--- src/rtl/spi_sine_responder.sv ---
// SPI mode-0 slave that returns one {sin_index, uart_id} word per chip-select frame.
// Words are queued by a local producer through a 2-entry buffer.
module spi_sine_responder #(
  parameter int                   WORD_BITS   = 16,
  parameter logic [WORD_BITS-1:0] IDLE_WORD   = 16'hFFF0,
  parameter int                   SYNC_STAGES = 2
) (
  input  logic                 clk,
  input  logic                 reset,
  input  logic                 spi_clk,
  input  logic                 cs,
  output logic                 miso,
  input  logic [WORD_BITS-1:0] load_data,
  input  logic                 load_valid,
  output logic                 load_ready,
  output logic                 word_done,
  output logic                 underrun,
  output logic                 abort,
  output logic [1:0]           fifo_level,
  output logic                 busy
);

  localparam int CNT_W   = $clog2(WORD_BITS + 1);
  localparam int FLUSH_W = $clog2(SYNC_STAGES + 1);

  typedef enum logic [1:0] {
    ST_IDLE         = 2'd0,
    ST_SHIFT        = 2'd1,
    ST_WAIT_CS_HIGH = 2'd2
  } state_t;

  logic [SYNC_STAGES-1:0] r_sclk_sync;
  logic [SYNC_STAGES-1:0] r_cs_sync;
  logic                   r_sclk_d;
  logic                   r_cs_d;
  logic [FLUSH_W-1:0]     r_flush_cnt;
  logic                   r_armed;

  logic [WORD_BITS-1:0]   r_mem [2];
  logic                   r_rd_ptr;
  logic                   r_wr_ptr;
  logic [1:0]             r_level;
  logic                   r_load_ready;

  state_t                 r_state;
  logic [WORD_BITS-1:0]   r_shift;
  logic [CNT_W-1:0]       r_bit_cnt;
  logic                   r_miso;
  logic                   r_word_done;
  logic                   r_underrun;
  logic                   r_abort;
  logic                   r_busy;

  logic                   w_sclk_s;
  logic                   w_cs_s;
  logic                   w_sclk_rise;
  logic                   w_sclk_fall;
  logic                   w_cs_rise;
  logic                   w_cs_fall;
  logic                   w_push;
  logic                   w_pop;
  logic [1:0]             w_level_nxt;
  logic [WORD_BITS-1:0]   w_head;

  state_t                 w_state_nxt;
  logic [WORD_BITS-1:0]   w_shift_nxt;
  logic [CNT_W-1:0]       w_bit_cnt_nxt;
  logic                   w_miso_nxt;
  logic                   w_word_done_nxt;
  logic                   w_underrun_nxt;
  logic                   w_abort_nxt;

  assign w_sclk_s    = r_sclk_sync[SYNC_STAGES-1];
  assign w_cs_s      = r_cs_sync[SYNC_STAGES-1];
  assign w_sclk_rise = w_sclk_s & ~r_sclk_d;
  assign w_sclk_fall = ~w_sclk_s & r_sclk_d;
  assign w_cs_rise   = w_cs_s & ~r_cs_d;
  // A cs fall only counts once cs has been seen high after reset, so a
  // frame already in progress at reset release is ignored.
  assign w_cs_fall   = r_armed & r_cs_d & ~w_cs_s;

  assign w_push = load_valid & r_load_ready;
  assign w_head = r_mem[r_rd_ptr];

  // Input synchronizers, edge-detect copies and post-reset arming.
  always_ff @(posedge clk or negedge reset) begin
    if (!reset) begin
      r_sclk_sync <= {SYNC_STAGES{1'b0}};
      r_cs_sync   <= {SYNC_STAGES{1'b1}};
      r_sclk_d    <= 1'b0;
      r_cs_d      <= 1'b1;
      r_flush_cnt <= {FLUSH_W{1'b0}};
      r_armed     <= 1'b0;
    end else begin
      r_sclk_sync <= {r_sclk_sync[SYNC_STAGES-2:0], spi_clk};
      r_cs_sync   <= {r_cs_sync[SYNC_STAGES-2:0], cs};
      r_sclk_d    <= w_sclk_s;
      r_cs_d      <= w_cs_s;
      if (r_flush_cnt != FLUSH_W'(SYNC_STAGES)) begin
        r_flush_cnt <= r_flush_cnt + FLUSH_W'(1);
      end
      if ((r_flush_cnt == FLUSH_W'(SYNC_STAGES)) && w_cs_s) begin
        r_armed <= 1'b1;
      end
    end
  end

  // Buffer occupancy after this cycle's push/pop.
  always_comb begin
    w_level_nxt = r_level;
    case ({w_push, w_pop})
      2'b10:   w_level_nxt = r_level + 2'd1;
      2'b01:   w_level_nxt = r_level - 2'd1;
      default: w_level_nxt = r_level;
    endcase
  end

  // Two-entry holding buffer.
  always_ff @(posedge clk or negedge reset) begin
    if (!reset) begin
      r_mem[0]     <= {WORD_BITS{1'b0}};
      r_mem[1]     <= {WORD_BITS{1'b0}};
      r_rd_ptr     <= 1'b0;
      r_wr_ptr     <= 1'b0;
      r_level      <= 2'd0;
      r_load_ready <= 1'b1;
    end else begin
      if (w_push) begin
        r_mem[r_wr_ptr] <= load_data;
        r_wr_ptr        <= ~r_wr_ptr;
      end
      if (w_pop) begin
        r_rd_ptr <= ~r_rd_ptr;
      end
      r_level      <= w_level_nxt;
      r_load_ready <= (w_level_nxt != 2'd2);
    end
  end

  // Transaction sequencing; cs rise is checked first so it beats a coincident spi_clk rise.
  always_comb begin
    w_state_nxt     = r_state;
    w_shift_nxt     = r_shift;
    w_bit_cnt_nxt   = r_bit_cnt;
    w_miso_nxt      = 1'b0;
    w_word_done_nxt = 1'b0;
    w_underrun_nxt  = 1'b0;
    w_abort_nxt     = 1'b0;
    w_pop           = 1'b0;
    case (r_state)
      ST_IDLE: begin
        if (w_cs_fall) begin
          if (r_level != 2'd0) begin
            w_pop       = 1'b1;
            w_shift_nxt = w_head;
          end else begin
            w_underrun_nxt = 1'b1;
            w_shift_nxt    = IDLE_WORD;
          end
          w_bit_cnt_nxt = {CNT_W{1'b0}};
          w_state_nxt   = ST_SHIFT;
          w_miso_nxt    = w_shift_nxt[WORD_BITS-1];
        end else begin
          w_miso_nxt = 1'b0;
        end
      end
      ST_SHIFT: begin
        if (w_cs_rise) begin
          w_abort_nxt = 1'b1;
          w_state_nxt = ST_IDLE;
          w_miso_nxt  = 1'b0;
        end else if (w_sclk_rise) begin
          w_bit_cnt_nxt = r_bit_cnt + CNT_W'(1);
          if (w_bit_cnt_nxt == CNT_W'(WORD_BITS)) begin
            w_word_done_nxt = 1'b1;
            w_state_nxt     = ST_WAIT_CS_HIGH;
            w_miso_nxt      = 1'b0;
          end else begin
            w_miso_nxt = r_miso;
          end
        end else if (w_sclk_fall) begin
          w_shift_nxt = {r_shift[WORD_BITS-2:0], 1'b0};
          w_miso_nxt  = r_shift[WORD_BITS-2];
        end else begin
          w_miso_nxt = r_miso;
        end
      end
      ST_WAIT_CS_HIGH: begin
        if (w_cs_rise) begin
          w_state_nxt = ST_IDLE;
        end else begin
          w_state_nxt = ST_WAIT_CS_HIGH;
        end
      end
      default: begin
        w_state_nxt = ST_IDLE;
      end
    endcase
  end

  // State, shifter and registered outputs.
  always_ff @(posedge clk or negedge reset) begin
    if (!reset) begin
      r_state     <= ST_IDLE;
      r_shift     <= {WORD_BITS{1'b0}};
      r_bit_cnt   <= {CNT_W{1'b0}};
      r_miso      <= 1'b0;
      r_word_done <= 1'b0;
      r_underrun  <= 1'b0;
      r_abort     <= 1'b0;
      r_busy      <= 1'b0;
    end else begin
      r_state     <= w_state_nxt;
      r_shift     <= w_shift_nxt;
      r_bit_cnt   <= w_bit_cnt_nxt;
      r_miso      <= w_miso_nxt;
      r_word_done <= w_word_done_nxt;
      r_underrun  <= w_underrun_nxt;
      r_abort     <= w_abort_nxt;
      r_busy      <= (w_state_nxt != ST_IDLE);
    end
  end

  assign miso       = r_miso;
  assign load_ready = r_load_ready;
  assign word_done  = r_word_done;
  assign underrun   = r_underrun;
  assign abort      = r_abort;
  assign fifo_level = r_level;
  assign busy       = r_busy;

endmodule

--- config.mk ---
export PLATFORM = sky130hd
export DESIGN_NAME = spi_sine_responder
export DESIGN_NICKNAME = d
export VERILOG_FILES = /design/src/rtl/spi_sine_responder.sv
export SDC_FILE = /design/constraint.sdc
export NUM_CORES = 1
export LEC_CHECK = 0
export ABC_AREA = 0
export CAP_MARGIN = 15
export CORE_MARGIN = 10
export CORE_UTILIZATION = 45
export CTS_CLUSTER_SIZE = 25
export DETAILED_ROUTE_END_ITERATION = 7
export PLACE_DENSITY = 0.7
export SLEW_MARGIN = 20
export SYNTH_ARGS = -nofsm -noshare
export SYNTH_HDL_FRONTEND = slang
export SYNTH_SLANG_ARGS = --single-unit
export TNS_END_PERCENT = 1
--- constraint.sdc ---
create_clock -name clk -period 2.38 [get_ports clk]
set_clock_uncertainty 0.05 [all_clocks]
set_input_delay 0.357 -clock clk [delete_from_list [all_inputs] [get_ports clk]]
set_output_delay 0.357 -clock clk [all_outputs]
set_load 0.01 [all_outputs]
Yosys cells after proc, flatten, opt, wreduce, memory -nomap -nowiden. Cells that the tools add are included.

Logic and storage cells: 106. Output and inout port bits: 8. Input bits: 21. Bits in registers: 73.

Add/subtract/negate cells: 4. Eq/ne operators: 15. Mux-type cells: 41. Bitwise gates (word level): 14. Reduce and logical (&&, ||, !) cells: 9. $lt $le $gt $ge: 3.

Operators by type and width (number): 16-bit 2-to-1 mux (5); 15-bit 2-to-1 mux (4); 32-bit bitwise mux (1); 15-bit one-hot mux with 2 select lines (1); 1-bit 2-to-1 mux (17); 16-bit demux with 1-bit select (1); 5-bit 2-to-1 mux (3); 2-bit inequality test (second input constant) (7); 2-bit 2-to-1 mux (5); 5-bit one-hot mux with 2 select lines (1); 4-bit inequality test (second input constant) (2); 1-bit AND (6); 2-bit equality test (second input constant) (3); 1-bit NOT (6); 2-bit one-hot mux with 3 select lines (1); 2-bit nonzero test (3); 5-bit by 1-bit adder with 5-bit output (second input constant) (1); 5-bit equality test (second input constant) (1); 5-bit AND reduction (1); 2-bit by 1-bit adder with 2-bit output (second input constant) (2); 2-bit by 1-bit equality test with 1-bit output (second input constant) (2); 2-bit >= comparator (second input constant) (2); 1-bit NOT with 2-bit output (2); 2-bit one-hot mux with 2 select lines (1); 7 further kinds (8).

Logic depth before layout (Yosys ltp). Gate-level depths: netlist of run 1.

Depth in word-level cells: 7. Mapped depth: 8. Gate-level depth less buffers: 8.

Worst setup path after synthesis of run 1. Ideal clock, no wire load.

Kind: register to register. Start point: register r_cs_sync[1]. End point: register r_load_ready, in the netlist load_ready. Setup time: 0.082 ns. Path slack: 0.605 ns. Data required time: 2.248 ns. Arrival: 1.642 ns. Stages on the path, launching flop included: 8. Cell sequence: dfstp_2 and4bb_2 nand2b_1 nor2_1 ha_1 nor2_1 xor2_1 nand2_1.

Word-level cells in the longest chain between the ends: 7. Elaborated cells on any way between the ends: 8.

RTL lines: start, declared (line 33) `logic [SYNC_STAGES-1:0] r_cs_sync;`; start signal, assigned (line 89) `r_cs_sync <= {SYNC_STAGES{1'b1}};`; start signal, assigned (line 96) `r_cs_sync <= {r_cs_sync[SYNC_STAGES-2:0], cs};`; 1-bit NOT (*) (line 80) `assign w_cs_fall = r_armed & r_cs_d & ~w_cs_s;`; 1-bit AND (*) (line 80); 1-bit 2-to-1 mux (*) (line 152) `if (w_cs_fall) begin`; 1-bit 2-to-1 mux (*) (line 150) `case (r_state)`; named net w_pop (line 61) `logic w_pop;`; 2-bit by 1-bit equality test with 1-bit output or 2-bit equality test (tied branches) (line 111) `case ({w_push, w_pop})`; 2-bit one-hot mux with 2 select lines (*) (line 111); named net w_level_nxt[1] (line 62) `logic [1:0] w_level_nxt;`; 2-bit inequality test (*) (line 136) `r_load_ready <= (w_level_nxt != 2'd2);`; end signal, assigned (line 136); end, declared (line 43) `logic r_load_ready;`.

The timed path passes the listed nets; every way through them passes the cells marked *. A chain may end at the register's enable or synchronous reset.

Worst setup path after layout of run 1.
Start point: register r_state[0]. End point: register r_load_ready, in the netlist load_ready.

Word-level cells in the longest chain between the ends: 5. Elaborated cells on any way between the ends: 6.

RTL lines: start, declared (line 45) `state_t r_state;`; start signal, assigned (line 213) `r_state <= w_state_nxt;`; 2-bit zero test (*) (line 150); 1-bit 2-to-1 mux (*) (line 150); named net w_pop (line 61); 2-bit by 1-bit equality test with 1-bit output or 2-bit equality test (tied branches) (line 111); 2-bit one-hot mux with 2 select lines (*) (line 111); named net w_level_nxt[1] (line 62); 2-bit inequality test (*) (line 136).

Marked as above.

==> summary.md, run 1 <==
| Metric | Value |
|---|---|
| CTS tree | done |
| Clk slew on worst S/H paths | 0.08 ns |
| Clock latency on the worst-skew pair | 0.36 ns |
| CTS H-tree lvls | 3 |
| Worst path max stage delay | 0.45 ns |
| Cell with the most instances after synthesis | dfrtp_1 |
| Layout cells sized above 1 | 27.5% |
| Synth unique cells | 39 |
| Final Util | 56.1% |
| Fin crit period | 1.97 ns |
| Pins Over Slew Limit | 0 |
| Layout filler cell count | 595 |
| CORE AREA | 6830 um2 |
| # setup viols final | 0 |
| DP HPWL | 4160 um |
| GR Util All Layers | 11.4% |
| Tcrit/Tclk final | 82.8% |
| DIE AREA | 10,900 um2 |
| P per Cell Area | 1150 nW/um2 |
| Sequential area share after synthesis | 57.4% |
| Hold Path Class | reg2reg |
| Maximum fanout along the worst path | 6 |
| WP buf/inv | 0 |
| Critical-path cell list | and4bb_2, nand2b_1, nor2_1, ha_1, nor2_1, xor2_1, nand2_1 |
| Layout Cells excl Fill | 387 |
| Post-Syn Nets | 273 |
| CTS sink cnt | 73 |
| Drt first pass iters | 4 |
| Most used cell along the critical path | nor2_1 |
| IO Port Bufs | 28 |
| Avg WL per Cell | 15.4 um |
| Initial Util | 46.7% |
| Drt total wl | 5950 um |
| Vias in the first global route | 2,104 |
| Startpoint Class | register |
| Placed cells | 370 |
| Ranking of synthesized cells by area | dfrtp_1, mux2_2, mux2i_1 |
| Initial antenna violation count | 0 |
| Post-synth ARST share | 100% |
| Max-slew headroom | 47.2% |
| Critical path data arrival time | 2.20 ns |
| Post-Syn Instances | 247 |
| Crit-path leading delay family | simple AND/OR/NAND/NOR gates |
| Synth Cell Area | 3190 um2 |
| Yosys warns | 0 |
| P_leak | 1.68 nW |
| Via/cell ratio | 5.17 |
| Hold WS | 0.303 ns |
| Share of the synthesized area in the top cell type | 54.1% |
| Die width | 104 um |
| RSZ-0062 raised after global routing | no |
| Global-route wire length before repair | 10,100 um |
| DRC Markers | 0 |
| RePlAce Congestion | 0.774 |
| Slowest-stage cell, CP | dfrtp_1 |
| Worst Max-Slew Pin Slew | 0.791 ns |
| Synth top cells by count | dfrtp_1, mux2_2, nor2_1 |
| Grt ovf | 0 |
| Outcome | complete, no violations |
| Ports | 29 |
| CP endpoint kind | register |
| Synth Register Bits | 73 |
| WS Path Type | reg2reg |
| # rows | 30 |
| Vias after detailed routing | 1,999 |
| P&R area growth vs syn | 20.1% |
| Die Span Y | 104 um |
| Avg Synthesized Cell Area | 12.9 um2 |
| Cell accounting for the most synthesized area | dfrtp_1 |
| Worst vdd ir | 0.000738 V |
| Number of enable flip-flop cells after synthesis | 0 |
| Final antenna-violating net count | 0 |
| # diodes | 0 |
| Cts repair resizes | 0 |
| Initial DRC count | 71 |
| Max Freq | 0.507 GHz |
| Root Buffer | clkbuf_8 |
| CP required | 2.60 ns |
| Clock buffer depth | 2 |
| Largest net degree at the start of global routing | 52 |
| Total Neg Setup Slack | 0 ns |
| Endpoints failing hold | 0 |
| Ys flop type | dfrtp_1 |
| Nets@finish | 312 |
| Num CTS Buffers | 9 |
| Max Cap Violations | 0 |
## flip-flops by register name, indices dropped and copies added, names as in the netlist, 2 cells and up
signal and cells:
r_state 2, fifo_level 2, r_sclk_sync 2, r_cs_sync 2, r_mem 32, r_bit_cnt 5, r_shift 15, r_flush_cnt 2
## power breakdown
group | switching (mW) | leakage [nW] | internal (mW)
Sequential | 0.286 | 0.868 | 1.73
Clock | 0.486 | 0.101 | 0.494
Combinational | 0.602 | 0.709 | 0.801
## stage by stage
step / power, mW / worst slack [ns] / instance area (um2)
3_3_place_gp: 3.40 / 0.283 / 3620
3_5_place_dp: 3.45 / 0.271 / 3620
5_1_grt: 4.70 / 0.258 / 3830
4_1_cts: 4.45 / 0.410 / 3830
2_1_floorplan: 3.00 / 0.605 / 3190
6_report: 4.40 / 0.409 / 3830
## kinds of logic after synthesis
group / count (synthesis) / share of synthesized area (%)
AOI/OAI and AO/OA: 33 / 6.70
buffers and inverters: 16 / 2.51
DFF: 73 / 57.4
and+or+nand+nor: 50 / 7.92
xor gates and xnor gates: 7 / 1.92
adders and majority gates: 5 / 1.96
muxes: 63 / 21.6
## what timing repair did
| item | 4_1_cts | 5_1_grt |
|---|---|---|
| setup endpoints to repair | 0 | 0 |
| endpoints found under the hold margin | 19 | 0 |
| hold buffers | 1 | 0 |
| setup buffers | 0 | 0 |
## worst reg2reg max path, stage by stage (launching register included)
cell and delay, ns:
dfrtp_1 0.45, and4bb_2 0.36, nand2b_1 0.08, nor2_1 0.23, ha_1 0.32, nor2_1 0.14, xor2_1 0.19, nand2_1 0.08
## per-layer routing
layer  routed length (um)  track usage, %  vias to the layer above  part of all wire, %
li1                     -               -                      952                    -
met5                    0               0                        -                    0
met2                 2770            17.3                       30                   47
met3                  203            3.72                        9                  3.4
met1                 2890            14.4                     1008                   49
met4                   85            4.97                        0                  1.4
## final cells by class
cell class	count	area (um2)	share of cell area (%)
well taps	96	120	3.13
multi-input cells	158	1280	33.4
clock inverters	7	80.1	2.09
inverters	7	26.3	0.685
repair buffers	37	370	9.66
flip-flops and latches	73	1830	47.8
clock buffers	9	124	3.23
## path summary, 6_finish.rpt
path / cells after the start / startpoint / slack [ns] / to
setup / recovery: 7 / r_state[0]$_DFF_PN0_ / 0.41 / load_ready$_DFF_PN1_
setup reg to reg: 7 / r_state[0]$_DFF_PN0_ / 0.41 / load_ready$_DFF_PN1_
hold / removal: 0 / r_sclk_sync[0]$_DFF_PN0_ / 0.30 / r_sclk_sync[1]$_DFF_PN0_
hold reg to reg: 0 / r_sclk_sync[0]$_DFF_PN0_ / 0.30 / r_sclk_sync[1]$_DFF_PN0_
min in group asynchronous: 2 / reset / 0.46 / r_sclk_sync[0]$_DFF_PN0_
max in group asynchronous: 3 / reset / 1.14 / load_ready$_DFF_PN1_
## placed cells by master (no fill, tap or decap), drive strengths merged, types with 3 or more instances in the layout
cell	count
a21oi	12
a22o	3
buf	9
clkbuf	9
clkdlybuf4s50	27
clkinv	4
dfrtp	69
dfstp	4
ha	5
inv	8
mux2	48
mux2i	15
nand2	12
nand2b	3
nand3	4
nor2	18
o21ai	9
xnor2	4
xor2	3
No activity file was read; power rests on OpenSTA's default activity.
==> run 2, diff against run 1 <==
PLACE_DENSITY = 0.72   (was 0.7)
clock period = 1.7 ns   (was 2.38 ns; I/O delays follow)
==> run 2 against run 1 <==
The run now ends with setup timing left. First-iteration DRC count grew 8.5%. Critical path depth shrank 2. Via count is 3.2% higher. Hold slack lost 0.032 ns. Sequential share of layout area shrank 2.3 points. Count of clock-buffer cells in the layout rose by 2. Largest cell class unchanged.
==> summary.md, run 2 (same netlist as run 1, synthesis figures left out) <==
| Metric | Value |
|---|---|
| WP buf/inv | 2 (+2) |
| CTS sink cnt | 73 (unchanged) |
| DP HPWL | 4390 um (+5.6%) |
| Initial Util | 46.7% (unchanged) |
| Pins Over Slew Limit | 0 (unchanged) |
| Drt total wl | 6290 um (+5.7%) |
| Final antenna-violating net count | 0 (unchanged) |
| Commonest non-fill, non-tap cells in the layout | dfrtp_1, mux2_2, clkdlybuf4s50_1 |
| Die Span Y | 104 um (unchanged) |
| # diodes | 0 (unchanged) |
| Final Util | 59.0% (+2.9 points) |
| RePlAce Congestion | 0.769 (-0.68%) |
| Hold Path Class | in2reg |
| CTS H-tree lvls | 3 (unchanged) |
| P&R area growth vs syn | 26.2% |
| Initial DRC count | 77 (+8.5%) |
| Routed wl met2 | 3060 um (+10%) |
| Crit-path leading delay family | flip-flops |
| Grt ovf | 0 (unchanged) |
| Critical-path cell list | and4bb_2, inv_2, a21oi_4, buf_12, mux2_1 |
| Clk slew on worst S/H paths | 0.07 ns (about the same) |
| IO Port Bufs | 28 (unchanged) |
| DR WL met3 | 218 um (+7.4%) |
| Die width | 104 um (unchanged) |
| CP endpoint kind | register |
| Root Buffer | clkbuf_8 |
| CTS tree | done |
| Clock buffer depth | 2 (unchanged) |
| Slowest-stage cell, CP | dfstp_2 |
| Met1 wire length | 2930 um (+1.5%) |
| RSZ-0062 raised after global routing | yes |
| P per Cell Area | 1560 nW/um2 (+36%) |
| Vias in the first global route | 2,159 (+2.6%) |
| Worst path max stage delay | 0.53 ns (+0.08 ns) |
| Maximum fanout along the worst path | 15 (+9) |
| P_leak | 1.79 nW (+6.9%) |
| Leading cell type in the layout, fill and taps excluded | dfrtp_1 |
| Total Neg Setup Slack | -0.349 ns (-0.349 ns) |
| DRC Markers | 0 (unchanged) |
| Failing checks | setup timing |
| Worst Max-Slew Pin Slew | 0.437 ns (-0.354 ns) |
| Avg WL per Cell | 15.6 um (+1.5%) |
| Nets@finish | 329 (+5.4%) |
| GR Util All Layers | 11.8% (+0.39 points) |
| Layout filler cell count | 596 (+0.17%) |
| Placed cells | 385 (+4.1%) |
| Largest register by flop count | r_mem |
| Via/cell ratio | 5.12 (-0.94%) |
| Largest registers | r_mem (32), r_shift (15), r_bit_cnt (5) |
| Outcome | complete, but fails checks |
| Global-route wire length before repair | 10,500 um (+3.5%) |
| # setup viols final | 14 (+14) |
| Worst setup margin | -0.0435 ns (-0.452 ns) |
| WS Path Type | reg2reg |
| Drt first pass iters | 4 (unchanged) |
| CORE AREA | 6830 um2 (unchanged) |
| # rows | 30 (unchanged) |
| Largest net degree at the start of global routing | 36 (-31%) |
| Ports | 29 (unchanged) |
| Endpoints failing hold | 0 (unchanged) |
| Layout Cells excl Fill | 403 (+4.1%) |
| Clock latency on the worst-skew pair | 0.34 ns (-0.02 ns) |
| Hold WS | 0.271 ns (-0.0318 ns) |
| Layout cells sized above 1 | 33.9% (+6.4 points) |
| Uppermost layer routed | met4 |
| Max Cap Violations | 0 (unchanged) |
| Max-slew headroom | 70.6% (+23 points) |
| CP required | 1.87 ns (-0.73 ns) |
| Max reg flops | 32 (unchanged) |
| Worst vdd ir | 0.000976 V (+32%) |
| Max Freq | 0.574 GHz (+13%) |
| Tcrit/Tclk final | 103% (+20 points) |
| Num CTS Buffers | 9 (unchanged) |
| Total Power | 6.30 mW (+43%) |
| Critical path data arrival time | 1.91 ns (-0.29 ns) |
| Startpoint Class | register |
| Initial antenna violation count | 0 (unchanged) |
| Fin crit period | 1.74 ns (-0.228 ns) |
| DIE AREA | 10,900 um2 (unchanged) |
| Vias after detailed routing | 2,062 (+3.2%) |
## run 2: cell count changes in the layout (fill, tap and decap cells not counted), moves of 2 or more
cell | previous run | this run
clkinv_4 | 3 | 0
nor2_4 | 1 | 3
dlymetal6s2s_1 | 0 | 2
mux2_4 | 0 | 3
clkinv_2 | 1 | 3
clkdlybuf4s50_1 | 27 | 24
dfrtp_1 | 69 | 67
dfrtp_2 | 0 | 2
buf_4 | 6 | 21
buf_12 | 2 | 4
mux2_2 | 46 | 43
clkbuf_1 | 0 | 2
ha_1 | 5 | 3
nor2_1 | 17 | 15
## run 2: cell type report
type / instances / area, um2 / area share [%]
multi-input cells: 158 / 1350 / 33.4
inverters: 7 / 26.3 / 0.652
flip-flops and latches: 73 / 1830 / 45.5
clock buffers: 11 / 131 / 3.26
clock inverters: 4 / 45.0 / 1.12
well taps: 96 / 120 / 2.98
repair buffers: 54 / 527 / 13.1
## run 2: layer usage
metal | vias up | GRT usage [%]
met3 | 5 | 3.59
met1 | 1033 | 14.3
li1 | 985 | -
met2 | 39 | 18.8
met4 | 0 | 5.07
met5 | - | 0
## run 2: what timing repair did
item | in CTS | in global routing
endpoints found under the hold margin | 14 | 0
pin swaps | 5 | 4
setup endpoints to repair | 18 | 18
buffers inserted | 0 | 2
hold buffers | 1 | 0
gates resized for setup | 4 | 11
## run 2: final timing paths
path | from | endpoint | slack [ns] | cells after the start
max | r_cs_d$_DFF_PN1_ | r_shift[5]$_DFFE_PN0P_ | -0.04 | 5
min | cs | r_cs_sync[0]$_DFF_PN1_ | 0.27 | 1
max reg2reg | r_cs_d$_DFF_PN1_ | r_shift[5]$_DFFE_PN0P_ | -0.04 | 5
min reg2reg | r_sclk_sync[0]$_DFF_PN0_ | r_sclk_sync[1]$_DFF_PN0_ | 0.30 | 0
max in group asynchronous | reset | r_cs_sync[1]$_DFF_PN1_ | 0.75 | 3
min in group asynchronous | reset | r_mem[18]$_DFFE_PN0P_ | 0.31 | 2
## run 2: power by group
part,switching [mW],internal (mW),total [mW]
Sequential,0.392,2.43,2.82
Clock,0.609,0.664,1.27
Combinational,0.940,1.27,2.21
## run 2: through the flow
stage	worst slack [ns]	cell area, um2
after floorplan	-0.0334	3210
after global placement	-0.0222	3770
after detailed placement	-0.0894	3770
after CTS	-0.0336	3970
after global routing	-0.0757	4030
final	-0.0435	4030
==> run 3, diff against run 2 <==
CTS_BUF_LIST = sky130_fd_sc_hd__clkbuf_8   (was not set)
==> run 3 against run 2 <==
The flow still finishes with violations (setup timing). Sequential cell count unchanged. Utilization unchanged. Sequential power about the same. Largest cell class unchanged. Largest power group unchanged. Highest routed layer unchanged.
==> summary.md, run 3 (same netlist as run 1, synthesis figures left out) <==
| Metric | Value |
|---|---|
| CTS H-tree lvls | 3 (unchanged) |
| WS Path Type | reg2reg |
| CTS sink cnt | 73 (unchanged) |
| DP HPWL | 4390 um (unchanged) |
| Largest net degree at the start of global routing | 36 (unchanged) |
| Global-route wire length before repair | 10,500 um (unchanged) |
| Maximum fanout along the worst path | 15 (unchanged) |
| Final antenna-violating net count | 0 (unchanged) |
| Max-slew headroom | 72.0% (+1.4 points) |
| Worst path max stage delay | 0.53 ns (about the same) |
| Clock buffer depth | 2 (unchanged) |
| Startpoint Class | register |
| Fin crit period | 1.74 ns (-0.000867 ns) |
| Initial antenna violation count | 0 (unchanged) |
| Outcome | complete, but fails checks |
| Avg WL per Cell | 15.6 um (unchanged) |
| RSZ-0062 raised after global routing | yes |
| Critical path data arrival time | 1.91 ns (about the same) |
| Final instance area | 4030 um2 (unchanged) |
| Vias after detailed routing | 2,070 (+0.39%) |
| Largest registers | r_mem (32), r_shift (15), r_bit_cnt (5) |
| Clock latency on the worst-skew pair | 0.34 ns (about the same) |
| CORE AREA | 6830 um2 (unchanged) |
| Largest register by flop count | r_mem |
| Tcrit/Tclk final | 103% (about the same) |
| Initial DRC count | 85 (+10%) |
| Ports | 29 (unchanged) |
| # diodes | 0 (unchanged) |
| Die width | 104 um (unchanged) |
| Failing checks | setup timing |
| # setup viols final | 14 (unchanged) |
| Pins Over Slew Limit | 0 (unchanged) |
| Num CTS Buffers | 9 (unchanged) |
| Hold Path Class | in2reg |
| Endpoints failing hold | 0 (unchanged) |
| Max Cap Violations | 0 (unchanged) |
| Drt total wl | 6290 um (unchanged) |
| Worst Max-Slew Pin Slew | 0.416 ns (-0.0208 ns) |
| Vias in the first global route | 2,159 (unchanged) |
| P_leak | 1.80 nW (+0.46%) |
| Nets@finish | 329 (unchanged) |
| P per Cell Area | 1560 nW/um2 (-0.24%) |
| CTS tree | done |
| IO Port Bufs | 28 (unchanged) |
| CP required | 1.87 ns (about the same) |
| Via/cell ratio | 5.14 (+0.39%) |
| Die Span Y | 104 um (unchanged) |
| # rows | 30 (unchanged) |
| Drt first pass iters | 4 (unchanged) |
| CP endpoint kind | register |
| Clk slew on worst S/H paths | 0.07 ns (about the same) |
| DIE AREA | 10,900 um2 (unchanged) |
| Slowest-stage cell, CP | dfstp_2 |
| Leading cell type in the layout, fill and taps excluded | dfrtp_1 |
| Commonest non-fill, non-tap cells in the layout | dfrtp_1, mux2_2, clkdlybuf4s50_1 |
| P&R area growth vs syn | 26.2% (unchanged) |
| Worst setup margin | -0.0426 ns (+0.000867 ns) |
| Total Neg Setup Slack | -0.346 ns (+0.00306 ns) |
| Cell Area, Placed | 3770 um2 (unchanged) |
| Max reg flops | 32 (unchanged) |
| RePlAce Congestion | 0.769 (unchanged) |
| GR Util All Layers | 11.8% (unchanged) |
| Critical-path cell list | and4bb_2, inv_2, a21oi_4, buf_12, mux2_1 |
| Max Freq | 0.574 GHz (about the same) |
| Initial Util | 46.7% (unchanged) |
| Root Buffer | clkbuf_8 |
| Worst vdd ir | 0.000975 V (about the same) |
| DRC Markers | 0 (unchanged) |
| Grt ovf | 0 (unchanged) |
| Dpl ws | -0.0894 ns (unchanged) |
| Layout cells sized above 1 | 33.9% (unchanged) |
-- run 3: report_power, final --
| group | internal, mW | total, mW | switching (mW) | leakage [nW] |
|---|---|---|---|---|
| logic | 1.27 | 2.21 | 0.942 | 0.835 |
| clock network | 0.651 | 1.26 | 0.604 | 0.101 |
| registers | 2.43 | 2.82 | 0.392 | 0.866 |
| total | 4.35 | 6.28 | 1.94 | 1.80 |
-- run 3: path summary, 6_finish.rpt --
kind / startpoint / to / slack, ns / depth (start not counted)
max in group asynchronous: reset / r_cs_sync[1]$_DFF_PN1_ / 0.74 / 3
worst max-delay path: r_cs_d$_DFF_PN1_ / r_shift[5]$_DFFE_PN0P_ / -0.04 / 5
worst min-delay path: cs / r_cs_sync[0]$_DFF_PN1_ / 0.27 / 1
worst min register to register: r_sclk_sync[0]$_DFF_PN0_ / r_sclk_sync[1]$_DFF_PN0_ / 0.30 / 0
min in group asynchronous: reset / r_mem[18]$_DFFE_PN0P_ / 0.32 / 2
worst max register to register: r_cs_d$_DFF_PN1_ / r_shift[5]$_DFFE_PN0P_ / -0.04 / 5
-- run 3: through the flow --
step	utilization [%]	std cells	hold slack, ns	total power, mW
after floorplan	-	247	-0.0906	4.21
after global placement	55.2	385	0.153	4.87
after detailed placement	55.2	385	0.154	4.98
after CTS	58.2	401	0.255	6.25
after global routing	59.0	403	0.263	6.69
final	59.0	403	0.271	6.28
-- run 3: repair_timing --
action | 4_1_cts | 5_1_grt
buffers inserted | 0 | 2
setup endpoints to repair | 18 | 18
pin swaps | 5 | 4
hold endpoints to repair | 14 | 0
gates resized for setup | 4 | 11
hold buffers | 1 | 0
-- run 3: per-layer routing --
| metal | track usage [%] | vias up | wire length [um] |
|---|---|---|---|
| met1 | 14.3 | 1042 | 2930 |
| met4 | 5.07 | 0 | 81 |
| met2 | 18.8 | 40 | 3070 |
| li1 | - | 983 | - |
| met3 | 3.59 | 5 | 205 |
| met5 | 0 | - | 0 |
-- run 3: worst max-delay path: cells and delay by family, from the launching register on --
| kind | cells | cell delay [ns] |
|---|---|---|
| DFF | 1 | 0.53 |
| and+or+nand+nor | 1 | 0.29 |
| AOI/OAI and AO/OA | 1 | 0.17 |
| muxes | 1 | 0.34 |
| buffers and inverters | 2 | 0.23 |
-- run 3: cell type report --
class	instances	area, um2
clock buffers	9	124
inverters	7	26.3
multi-input cells	158	1350
repair buffers	54	527
fillers	596	2800
flip-flops and latches	73	1830
well taps	96	120
clock inverters	6	52.6
